==> config.mk <==
export PLATFORM = sky130hd
export DESIGN_NAME = mul_sequencer
export DESIGN_NICKNAME = d
export VERILOG_FILES = /design/src/rtl/mul_sequencer.sv
export SDC_FILE = /design/constraint.sdc
export NUM_CORES = 1
export LEC_CHECK = 0
export CAP_MARGIN = 5
export CORE_MARGIN = 2
export CORE_UTILIZATION = 59
export CTS_CLUSTER_SIZE = 25
export DETAILED_ROUTE_END_ITERATION = 7
export PLACE_DENSITY = 0.85
export SYNTH_ARGS = -nofsm -noshare
export SYNTH_HDL_FRONTEND = slang
export SYNTH_SLANG_ARGS = --single-unit
==> constraint.sdc <==
create_clock -name clk -period 4.94 [get_ports clk]
set_input_delay 1.235 -clock clk [delete_from_list [all_inputs] [get_ports clk]]
set_output_delay 1.235 -clock clk [all_outputs]
set_load 0.02 [all_outputs]
==> src/rtl/mul_sequencer.sv <==
// mul_sequencer: iterative shift-add RV32M multiplier (MUL/MULH/MULHSU/MULHU) with pipeline stall control
module mul_sequencer #(
    parameter int XLEN  = 32,
    parameter int CNT_W = 6
) (
    input  logic            clk,
    input  logic            rst,
    input  logic            start,
    input  logic [2:0]      funct3,
    input  logic [XLEN-1:0] op_a,
    input  logic [XLEN-1:0] op_b,
    input  logic            flush,
    output logic            stall,
    output logic            busy,
    output logic            done,
    output logic [XLEN-1:0] result
);
    typedef enum logic [1:0] {IDLE, CALC, DONE} state_t;
    state_t              state;
    logic [CNT_W-1:0]    cnt;
    logic [XLEN-1:0]     mag_a, mag_b;
    logic [2*XLEN-1:0]   acc, acc_nxt, p;
    logic [XLEN:0]       sum;
    logic [2:0]          f3;
    logic                neg, accept, sign_a, sign_b;
    assign accept = state == IDLE && start && !funct3[2] && !flush;
    assign stall  = !rst && (accept || state == CALC);
    assign busy   = state != IDLE;
    assign done   = state == DONE;
    assign sign_a = (funct3 == 3'b001 || funct3 == 3'b010) && op_a[XLEN-1];
    assign sign_b = funct3 == 3'b001 && op_b[XLEN-1];
    // one shift-add step: add magnitude into the upper half, keep carry, shift right
    always_comb begin
        sum     = {1'b0, acc[2*XLEN-1:XLEN]} + {1'b0, mag_b[0] ? mag_a : {XLEN{1'b0}}};
        acc_nxt = {sum, acc[XLEN-1:1]};
        p       = neg ? -acc_nxt : acc_nxt;
    end
    // controller and datapath registers
    always_ff @(posedge clk) begin
        if (rst) begin
            state  <= IDLE;
            cnt    <= '0;
            mag_a  <= '0;
            mag_b  <= '0;
            acc    <= '0;
            f3     <= '0;
            neg    <= 1'b0;
            result <= '0;
        end else begin
            case (state)
                IDLE: if (accept) begin
                    mag_a <= sign_a ? -op_a : op_a;
                    mag_b <= sign_b ? -op_b : op_b;
                    neg   <= sign_a ^ sign_b;
                    f3    <= funct3;
                    acc   <= '0;
                    cnt   <= '0;
                    if (op_a == '0 || op_b == '0) begin
                        result <= '0;
                        state  <= DONE;
                    end else begin
                        state <= CALC;
                    end
                end
                CALC: if (flush) begin
                    state <= IDLE;
                    cnt   <= '0;
                end else begin
                    acc   <= acc_nxt;
                    mag_b <= mag_b >> 1;
                    cnt   <= cnt + 1'b1;
                    if (cnt == CNT_W'(XLEN-1)) begin
                        result <= f3 == 3'b000 ? p[XLEN-1:0] : p[2*XLEN-1:XLEN];
                        state  <= DONE;
                    end
                end
                default: state <= IDLE;
            endcase
        end
    end
endmodule

; After elaboration in Yosys (flattened, before gate mapping)
; Cells that the tools add are included.
[op_classes]
n_bitwise = 1
n_eq_ne = 10
addsub = 5
n_mux = 24
n_reduce_logical = 23
[op_table]
columns = op, count
row1 = 32-bit 2-to-1 mux, 10
row2 = 64-bit 2-to-1 mux, 3
row3 = 32-bit one-hot mux with 2 select lines, 2
row4 = 64-bit one-hot mux with 2 select lines, 1
row5 = 32-bit zero test, 2
row6 = 32-bit negation, 2
row7 = 64-bit negation, 1
row8 = 32-bit by 32-bit adder with 33-bit output, 1
row9 = 6-bit 2-to-1 mux, 2
row10 = 6-bit one-hot mux with 2 select lines, 1
row11 = 2-bit 2-to-1 mux, 4
row12 = "6-bit by 1-bit adder with 6-bit output, second input constant", 1
row13 = "6-bit by 5-bit == test with 1-bit output, second input constant", 1
row14 = 1-bit logical AND, 6
row15 = 2-bit AND reduction, 3
row16 = 5-bit AND reduction, 1
row17 = "2-bit by 1-bit != test with 1-bit output, second input constant", 2
row18 = "2-bit != test, second input constant", 2
row19 = 2-bit one-hot mux with 2 select lines, 1
row20 = 2-bit nonzero test, 2
row21 = "3-bit by 1-bit == test with 1-bit output, second input constant", 1
row22 = "3-bit by 2-bit == test with 1-bit output, second input constant", 1
row23 = 1-bit zero test, 3
row24 = 3-bit zero test, 1
row25 = 7 further kinds, 9
[word_totals]
output_inout_bits = 35
word_cells = 71
input_bits = 71
reg_bits = 172

; Logic depth before layout (Yosys ltp)
[logic_depth]
word_depth = 8
mapped_depth = 15
mapped_depth_nobuf = 13

; Least setup slack after synthesis
; OpenSTA, ideal clock, no wires.
[synth_timing]
path_kind = reg2reg
from = register mag_b[0]
to = register result[28]
path_stages_with_launch = 16
path_buffers = 2
slack_ns = 0.522
arrival_ns = 4.302
period_less_slack_ns = 4.418
required_time_ns = 4.824
cell_sequence = dfxtp_1 > clkbuf_1 > and2_1 > ha_1 > fa_1 > a21o_1 > a311o_1 > a211o_2 > and3b_1 > nor4_1 > nand4b_1 > or4_1 > clkbuf_2 > or4_1 > a31oi_1 > o21ai_1
[synth_via]
elab_chain_cells = 8
[synth_rtl]
columns = element, line
row1 = "start, declared", 21  ; logic [XLEN-1:0] mag_a, mag_b;
row2 = "start signal, assigned", 53  ; mag_b <= sign_b ? -op_b : op_b;
row3 = "start signal, assigned", 70  ; mag_b <= mag_b >> 1;
row4 = 32-bit 2-to-1 mux *, 34  ; sum = {1'b0, acc[2*XLEN-1:XLEN]} + {1'b0, mag_b[0] ? mag_a : {XLEN{1'b0}}};
row5 = 32-bit by 32-bit adder with 33-bit output *, 34
row6 = 64-bit negation, 36  ; p = neg ? -acc_nxt : acc_nxt;
row7 = 64-bit 2-to-1 mux *, 36
row8 = 32-bit 2-to-1 mux *, 73  ; result <= f3 == 3'b000 ? p[XLEN-1:0] : p[2*XLEN-1:XLEN];
row9 = 32-bit 2-to-1 mux *, 72  ; if (cnt == CNT_W'(XLEN-1)) begin
row10 = 32-bit 2-to-1 mux *, 65  ; CALC: if (flush) begin
row11 = 32-bit one-hot mux with 2 select lines *, 50  ; case (state)
row12 = "end signal, assigned", 73
row13 = "end, declared", 16  ; output logic [XLEN-1:0] result
; Mark *: on every way between the ends. The rest lies on a longest branch, timed or not. The select of a mux whose other input is x is not followed.
; A chain may end at the register's enable or synchronous reset.

; Final worst setup path
; Ends and elaborated chain as after synthesis.

==> results_dict.tcl <==
set metrics [dict create \
    yosysTopAreaCell "dfxtp_1" \
    max_slew.worst_pin.slew_ps 995 \
    setup_viol 0 \
    io_buffers 105 \
    ys_warn_count 0 \
    slew_viol_final 0 \
    cp_max_fo 30 \
    start_util_pct 60.6 \
    final_area_um2 13700 \
    syn-instance-count 1618 \
    coreArea_um2 19600 \
    cp_num_buf_inv 1 \
    finalPower_w 0.00313 \
    antenna_found_initial 0 \
    fin_tns_setup_ps 0 \
    power_leakage_nw 5.21 \
    rsz0062_at_grt "no" \
    ctsLongestPathBuffers 2 \
    wirelength_um 34000 \
    nets 1767 \
    num_vias 12400 \
    power_density_nw_per_um2 228 \
    ys_ff_latch 171 \
    drt_first_pass_iters 6 \
    grt_max_degree 78 \
    synth_area_per_cell_um2 7.34 \
    path_cells "buf_4 -> and2_1 -> ha_1 -> a21o_1 -> a311o_1 -> a211o_2 -> and3b_1 -> nor4_1 -> nand4b_1 -> or4_1 -> or4_1 -> a31oi_1 -> o21ai_1" \
    die_h_um 146 \
    drt-initial-drc-count 1200 \
    yosysSeqAreaShare_pct 28.8 \
    path_common_cell "or4_1" \
    synth_nets 1726 \
    insertedDiodeCount 0 \
    ios 106 \
    critPathKind "flip-flop to flip-flop" \
    crit_required_ps 5270 \
    cts_tree "yes" \
    slowest_delay_ps 690 \
    postCtsHoldBufs 0 \
    htree_num_levels 4 \
    finalCritPeriodShare_pct 94.0 \
    hp-class "flip-flop to flip-flop" \
    run_status "finished clean" \
    clk_latency_ps 430 \
    area.growth.synth_to_final_pct 15.4 \
    place_ws_ps 147 \
    root_buffer "clkbuf_16" \
    netlist_area_um2 11900 \
    synth.distinct_cells 89 \
    netlist.area_leader.share_pct 28.8 \
    ir_drop_v 0.000239 \
    route.detailed.drc 0 \
    row_count 51 \
    whs_ps 461 \
    fin_ws_ps 294 \
    fin_crit_ps 4650 \
    fin_skew_ps 11.5 \
    hold_violations 0 \
    end_kind "flip-flop" \
    overflow 0 \
    slowest_stage "or4_1" \
    via_per_inst 6.39 \
    synth_edf_count 0 \
    place_congestion 0.925 \
    r2r_setup_slack_ps 290 \
    wl_per_cell_um 17.5 \
    maxSlewHeadroom_pct 33.3 \
    ys.flop_type "dfxtp_1" \
    clkSlewWorstSetupHoldPaths_ps 70 \
    drive_gt1_share_pct 6.94 \
    start_kind "flip-flop" \
    place_area_um2 13100 \
    fp.dieW_um 146 \
    grt_pass1_wl_um 55600 \
    worstPathArrival_ps 4970 \
    drv_cap 0 \
    yosys-top-cells-area "dfxtp_1 (29%), a21oi_1 (7.0%), nor2_1 (6.9%)" \
    hpwlAfterDp_um 24200 \
    postRouteAntennaNets 0 \
    grt_pass1_vias 11000 \
    grt_use_total_pct 31.1 \
    synthArstFlopShare_pct 0 \
    die_area_um2 21300 \
    clock_sinks 171 \
    fmax_mhz 215 \
    critPathTopFamily "simple AND/OR/NAND/NOR gates" \
    cts-buffers-inserted 17 \
]
## logic make-up (layout without fill, tap and decap cells)
family / after synthesis / in the layout / share of synthesized area [%]
buf+inv: 142 / 195 / 4.55
compound gates: 507 / 507 / 28.0
mux: 12 / 12 / 1.04
simple gates: 651 / 651 / 26.3
xor+xnor: 98 / 98 / 7.29
flops: 171 / 171 / 28.8
fa+ha+maj: 37 / 37 / 3.96
## per-stage QoR
stage / util (%) / instances
after floorplan: - / 1618
after global placement: 67.0 / 1905
after detailed placement: 67.0 / 1905
after CTS: 69.9 / 1936
after global routing: 69.9 / 1936
final: 69.9 / 1936
## cell usage after synthesis (4+ instances only)
library cell  instances
a2111o_1              4
a211o_1               5
a211oi_1             65
a21o_1               21
a21oi_1             165
a221oi_1              4
a22oi_1              22
a311oi_1              9
a31oi_1              16
a32oi_1              12
and2_1               41
and3_1               13
buf_1                 6
buf_2                 5
clkbuf_1            111
dfxtp_1             171
ha_1                 36
inv_1                19
mux2i_1               9
nand2_1             156
nand2b_1              5
nand3_1              69
nand4_1              11
nand4b_1              4
nor2_1              219
nor2b_1               7
nor3_1               34
nor4_1               13
o211ai_1             19
o21a_1                6
o21ai_0              78
o21ai_1               4
o31ai_1              23
o41ai_1               9
or2_2                10
or3_1                26
or4_1                15
xnor2_1              47
xor2_1               50
## routing by layer
metal / vias up / share of wire (%) / track usage (%)
li1: 5994 / - / -
met1: 5789 / 45 / 44.3
met2: 537 / 45 / 48.9
met3: 57 / 8.0 / 4.58
met4: 0 / 2.1 / 9.26
met5: - / 0 / 0
## placed cells by master, fill, tap and decap left out, types with 7 or more instances in the layout
cell type / n
xnor2_1: 47
o21ai_0: 78
nand3_1: 68
and2_1: 41
o41ai_1: 9
nand2_1: 156
nor2_1: 217
xor2_1: 50
o211ai_1: 19
nor2b_1: 7
a31oi_1: 16
nor4_1: 13
a21oi_1: 165
a32oi_1: 12
clkdlybuf4s50_1: 104
or2_2: 10
or3_1: 26
a21o_1: 21
o31ai_1: 23
nand4_1: 11
a211oi_1: 65
inv_1: 19
and3_1: 12
a311oi_1: 9
nor3_1: 33
dfxtp_1: 171
buf_4: 41
a22oi_1: 22
clkbuf_16: 17
ha_1: 36
or4_1: 15
mux2i_1: 9
## what timing repair did
action,CTS,global route
setup endpoints to repair,0,1
setup buffers,0,0
resized for setup,0,1
## path summary, 6_finish.rpt
path | from | to | cells after the start
max reg2reg | mag_b[0]$_SDFFE_PP0P_ | result[28]$_SDFFE_PP0P_ | 13
max | mag_b[0]$_SDFFE_PP0P_ | result[28]$_SDFFE_PP0P_ | 13
min reg2reg | result[12]$_SDFFE_PP0P_ | result[12]$_SDFFE_PP0P_ | 2
min | result[12]$_SDFFE_PP0P_ | result[12]$_SDFFE_PP0P_ | 2
## flip-flops by register name (all words and copies together) (netlist names)
| signal | cells |
|---|---|
| mag_b | 32 |
| result | 32 |
| state | 2 |
| acc | 63 |
| f3 | 3 |
| cnt | 6 |
| mag_a | 32 |
| neg | 1 |
## report_power, final
group	switching [W]	leakage (nW)	internal [W]	total [W]
registers	0.0000187	1.38	0.00141	0.00143
logic	0.000227	3.55	0.000149	0.000376
clock network	0.000578	0.280	0.000744	0.00132
## final cells by class
class	count	area, um2
Clock buffer	17	425
Clock inverter	14	144
Fill cell	1690	5890
Inverter	19	71.3
Multi-Input combinational cell	1305	7960
Sequential cell	171	3420
Tap cell	265	332
Timing Repair Buffer	145	1350
## worst reg2reg max path, delay by kind of cell (launching register included)
family,cells,cell delay [ps]
AO/OA/AOI/OAI,5,1390
flip-flops,1,360
AND/OR/NAND/NOR,6,2230
adder cells (fa/ha/maj),1,300
buffers and inverters,1,270
(Power assumes the default switching activity.)
==> RTL change 1: new RTL, config.mk and constraints unchanged <==
Encoding of `state_t`: now one-hot (3 bits for 3 states).
--- a/src/rtl/mul_sequencer.sv
+++ b/src/rtl/mul_sequencer.sv
@@ -15,7 +15,7 @@
     output logic            done,
     output logic [XLEN-1:0] result
 );
-    typedef enum logic [1:0] {IDLE, CALC, DONE} state_t;
+    typedef enum logic [2:0] {IDLE = 3'b001, CALC = 3'b010, DONE = 3'b100} state_t;
     state_t              state;
     logic [CNT_W-1:0]    cnt;
     logic [XLEN-1:0]     mag_a, mag_b;
Function: no difference found for any inputs over 10 cycles, from zero or initial values and one cycle with rst high; not proved beyond that.
==> RTL change 1 against the original RTL <==
Area after synthesis decreased by 2.9%; die area decreased by 2.8%; power decreased by 0.32%; non-clock buffer count increased by 27; critical path depth increased by 3; routed wire length decreased by 2.2%; first-iteration DRC count increased by 3.2%; cell area decreased by 1.2%; worst setup slack improved by 0.019 ns; sequential cell count increased by 1.
==> RTL change 1: results (changes against the original RTL) <==
result of the run=completed (unchanged); worst stage delay on the critical path=0.43 ns (was 0.69 ns); global-route usage over all layers=32.1% (was 31.1%); Detailed Place HPWL=23.9 mm (was 24.2 mm); fill cell total of the finished layout=1585 (was 1690); critical register-to-register path endpoint=result[17]$_SDFFE_PP0P_ (was result[28]$_SDFFE_PP0P_); Static Leak=5.27 nW (was 5.21 nW); Setup Skew=0.00985 ns (was 0.0115 ns); Peak supply drop=0.000253 V (was 0.000239 V); cell types with the highest counts after synthesis=nor2_1 (225), a21oi_1 (182), dfxtp_1 (172), nand2_1 (122), clkbuf_1 (88) (was nor2_1 (219), dfxtp_1 (171), a21oi_1 (165), nand2_1 (156), clkbuf_1 (111)); share of power burned in registers=45.9% (was 45.7%); wire length per cell=17.5 um (about the same); crit path max-delay cell type=or3_1 (was or4_1); routing usage on met1=41.3% (was 44.3%); terminating pin of the worst hold path=result[13]$_SDFFE_PP0P_ (was result[12]$_SDFFE_PP0P_); critical-path maximum fanout=7 (was 30); number of nets in the finished design=1728 (was 1767); global-route wire length before repair=53.7 mm (was 55.6 mm); Synthesized Nets=1649 (was 1726); startpoint of the most critical hold path=result[13]$_SDFFE_PP0P_ (was result[12]$_SDFFE_PP0P_); WP data arrival=4.96 ns (was 4.97 ns); fraction of final layout cells sized beyond drive strength 1=8.08% (was 6.94%); Final WS setup=0.313 ns (was 0.294 ns); biggest area contributors in the synthesized netlist=dfxtp_1 (30%), a21oi_1 (7.9%), nor2_1 (7.3%) (was dfxtp_1 (29%), a21oi_1 (7.0%), nor2_1 (6.9%)); distinct cell type count of the synthesized netlist=73 (was 89); net switching component of the power=843 uW (was 824 uW); pre-CTS setup slack=-0.0443 ns (was 0.147 ns); clock network power share=43.1% (was 42.3%); remaining max-slew budget at the tightest pin=42.8% (was 33.3%); met2 track demand over resource=51.8% (was 48.9%); post-synthesis sequential area ratio=29.9% (was 28.8%); number of global-route vias before repair=11000 (about the same)
==> RTL change 1: cell count changes after synthesis, sizes merged, moves of 7 or more <==
cell    before  now
o41ai       10    3
nand2      156  123
o31ai       23   36
nand3       69   27
buf         11   19
clkbuf     112   93
a21oi      166  182
a32oi       12    5
o211ai      19    4
a22oi       22   60
a211oi      65   39
==> RTL change 1: worst max-delay path: cells and delay by family (launching register included) <==
| family | cells | cell delay [ns] |
|---|---|---|
| flops | 1 | 0.35 |
| fa+ha+maj | 2 | 0.63 |
| xor+xnor | 1 | 0.26 |
| compound gates | 8 | 2.12 |
| buf+inv | 2 | 0.37 |
| simple gates | 3 | 0.77 |
==> RTL change 1: routing by layer <==
metal	routed length [um]	share of wire, %
met1	13700	41
met3	2740	8.3
met5	0	0
met4	1340	4.0
met2	15400	46
==> RTL change 1: area by class of cell <==
type,instances,area share (%)
tap,265,2.45
inverter,15,0.416
clock buffer,17,3.14
sequential,172,25.4
timing repair buffer,172,11.5
clock inverter,15,1.14
multi-input combinational,1242,55.9
==> RTL change 1: cells by family (layout without fill, tap and decap cells) <==
family,count (synthesis),in the layout,share of synthesized area [%]
simple gates,583,583,24.4
mux,4,4,0.456
fa+ha+maj,37,37,4.08
xor+xnor,101,101,7.67
flops,172,172,29.9
compound gates,517,517,28.6
buf+inv,127,219,4.89
==> RTL change 1: stage by stage <==
step / util (%) / hold slack, ns / total power [mW] / cell area (sq um) / std cells
CTS: 70.0 / 0.452 / 3.11 / 13500 / 1898
global route: 70.1 / 0.482 / 3.21 / 13500 / 1898
floorplan: - / 0.425 / 1.65 / 11500 / 1541
detailed placement: 67.0 / 0.443 / 1.80 / 13000 / 1866
finish: 70.1 / 0.448 / 3.12 / 13500 / 1898
global placement: 67.0 / 0.435 / 1.79 / 13000 / 1866
==> RTL change 2: new RTL, config.mk and constraints unchanged <==
Made on the original files. The parameter `XLEN` goes from 32 to 24.
--- a/src/rtl/mul_sequencer.sv
+++ b/src/rtl/mul_sequencer.sv
@@ -1,6 +1,6 @@
 // mul_sequencer: iterative shift-add RV32M multiplier (MUL/MULH/MULHSU/MULHU) with pipeline stall control
 module mul_sequencer #(
-    parameter int XLEN  = 32,
+    parameter int XLEN  = 24,
     parameter int CNT_W = 6
 ) (
     input  logic            clk,
Interface: changed (resized op_a, op_b and result); port bits go from 106 to 82. No check against the original RTL was run, so the function may have changed too.
==> RTL change 2 against the original RTL <==
Area after synthesis shrank 24%; worst setup slack gained 0.22 ns; largest cell class unchanged; cell area shrank 23%; sequential cell count shrank 40; maximum frequency grew 5.0%; largest power group is now clock; final cell count shrank 23%; power shrank 17%; routed wire length shrank 26%; critical path type unchanged.
==> RTL change 2: results (changes against the original RTL) <==
detailed route wirelength on metal3=1.84 mm (was 2.70 mm); register-to-register setup slack=0.51 ns (was 0.29 ns); Peak supply drop=0.000270 V (was 0.000239 V); Static Leak=4.11 nW (was 5.21 nW); met2 track demand over resource=50.4% (was 48.9%); cell types with the highest counts after synthesis=nor2_1 (173), nand2_1 (136), dfxtp_1 (131), a21oi_1 (118), o21ai_0 (74) (was nor2_1 (219), dfxtp_1 (171), a21oi_1 (165), nand2_1 (156), clkbuf_1 (111)); initial antenna violation count=0 (unchanged); Setup Skew=0.0102 ns (was 0.0115 ns); routing usage on met1=41.4% (was 44.3%); largest net degree at the start of global routing=70 (was 78); number of instances in the placed design=1456 (was 1905); pin slew with the least headroom to its limit=1.13 ns (was 0.995 ns); post-synthesis sequential area ratio=29.0% (was 28.8%); global-route usage over all layers=31.1% (about the same); pre-CTS setup slack=0.132 ns (was 0.147 ns); critical-path maximum fanout=17 (was 30); result of the run=completed (unchanged); DR iter-0 viols=896 (was 1200); Fin Hold WS=0.439 ns (was 0.461 ns); number of iterations in the first detailed-routing pass=5 (was 6); Largest register FFs=47 (was 63); Synthesized Nets=1327 (was 1726); max layer used=met4 (unchanged); biggest area contributors in the synthesized netlist=dfxtp_1 (29%), nor2_1 (7.2%), a21oi_1 (6.5%) (was dfxtp_1 (29%), a21oi_1 (7.0%), nor2_1 (6.9%)); M3 GR Usage=5.26% (was 4.58%); worst stage delay on the critical path=0.59 ns (was 0.69 ns); mean cell area of the mapped netlist=7.27 sq um (was 7.34 sq um); routed wire length=25.1 mm (was 34.0 mm); number of nets in the finished design=1371 (was 1767); Met1 Wirelength=10.8 mm (was 15.2 mm); clock slew at reported path FFs=0.06 ns; number of global-route vias before repair=8511 (was 11000); global-route wire length before repair=41.4 mm (was 55.6 mm); number of buffer cells added on primary ports=81 (was 105); Detailed Place HPWL=17.9 mm (was 24.2 mm); antenna viol nets, final=0 (unchanged); Met2 Routed Length=11.7 mm (was 15.3 mm); gp weighted congestion=0.956 (was 0.925); fraction of final layout cells sized beyond drive strength 1=7.47% (was 6.94%); wire length per cell=16.9 um (was 17.5 um); distinct cell type count of the synthesized netlist=81 (was 89); crit path max-delay cell type=or4_4 (was or4_1); final critical delay including setup and external delays=4.43 ns (was 4.65 ns); placed cell areas=9990 sq um (was 13100 sq um); via total after detailed routing=9480 (was 12400)
## RTL change 2: cell count changes after synthesis, moves of 11 or more
cell,delta
a211oi_1,-16
clkbuf_1,-41
or3_1,-11
o211ai_1,-15
nand2_1,-20
nor2_1,-46
a21oi_1,-47
dfxtp_1,-40
xnor2_1,-16
nand3_1,-14
xor2_1,-17
## RTL change 2: cell families (layout without fill, tap and decap cells)
| logic type | after synthesis | in the layout | share of synthesized area, % |
|---|---|---|---|
| AO/OA/AOI/OAI | 391 | 391 | 28.6 |
| XOR/XNOR | 64 | 64 | 6.20 |
| buffers and inverters | 108 | 164 | 4.69 |
| adder cells (fa/ha/maj) | 29 | 29 | 4.10 |
| multiplexers | 4 | 4 | 0.471 |
| AND/OR/NAND/NOR | 516 | 516 | 26.9 |
| flip-flops | 131 | 131 | 29.0 |
## RTL change 2: area by class of cell
class	instances	area, sq um
clock buffer	23	478
timing repair buffer	112	1040
inverter	21	78.8
fill	1258	4540
tap	188	235
sequential	131	2620
clock inverter	8	77.6
multi-input combinational	1004	6010
## RTL change 2: power by group
group	leakage, nW	internal (mW)	switching (mW)
Combinational	2.78	0.111	0.170
Sequential	1.06	1.08	0.0139
Clock	0.269	0.728	0.485
## RTL change 2: final timing paths
kind | end | startpoint | depth (start not counted)
max | result[23]$_SDFFE_PP0P_ | mag_b[0]$_SDFFE_PP0P_ | 14
max reg2reg | result[23]$_SDFFE_PP0P_ | mag_b[0]$_SDFFE_PP0P_ | 14
min reg2reg | result[19]$_SDFFE_PP0P_ | result[19]$_SDFFE_PP0P_ | 2
min | result[19]$_SDFFE_PP0P_ | result[19]$_SDFFE_PP0P_ | 2
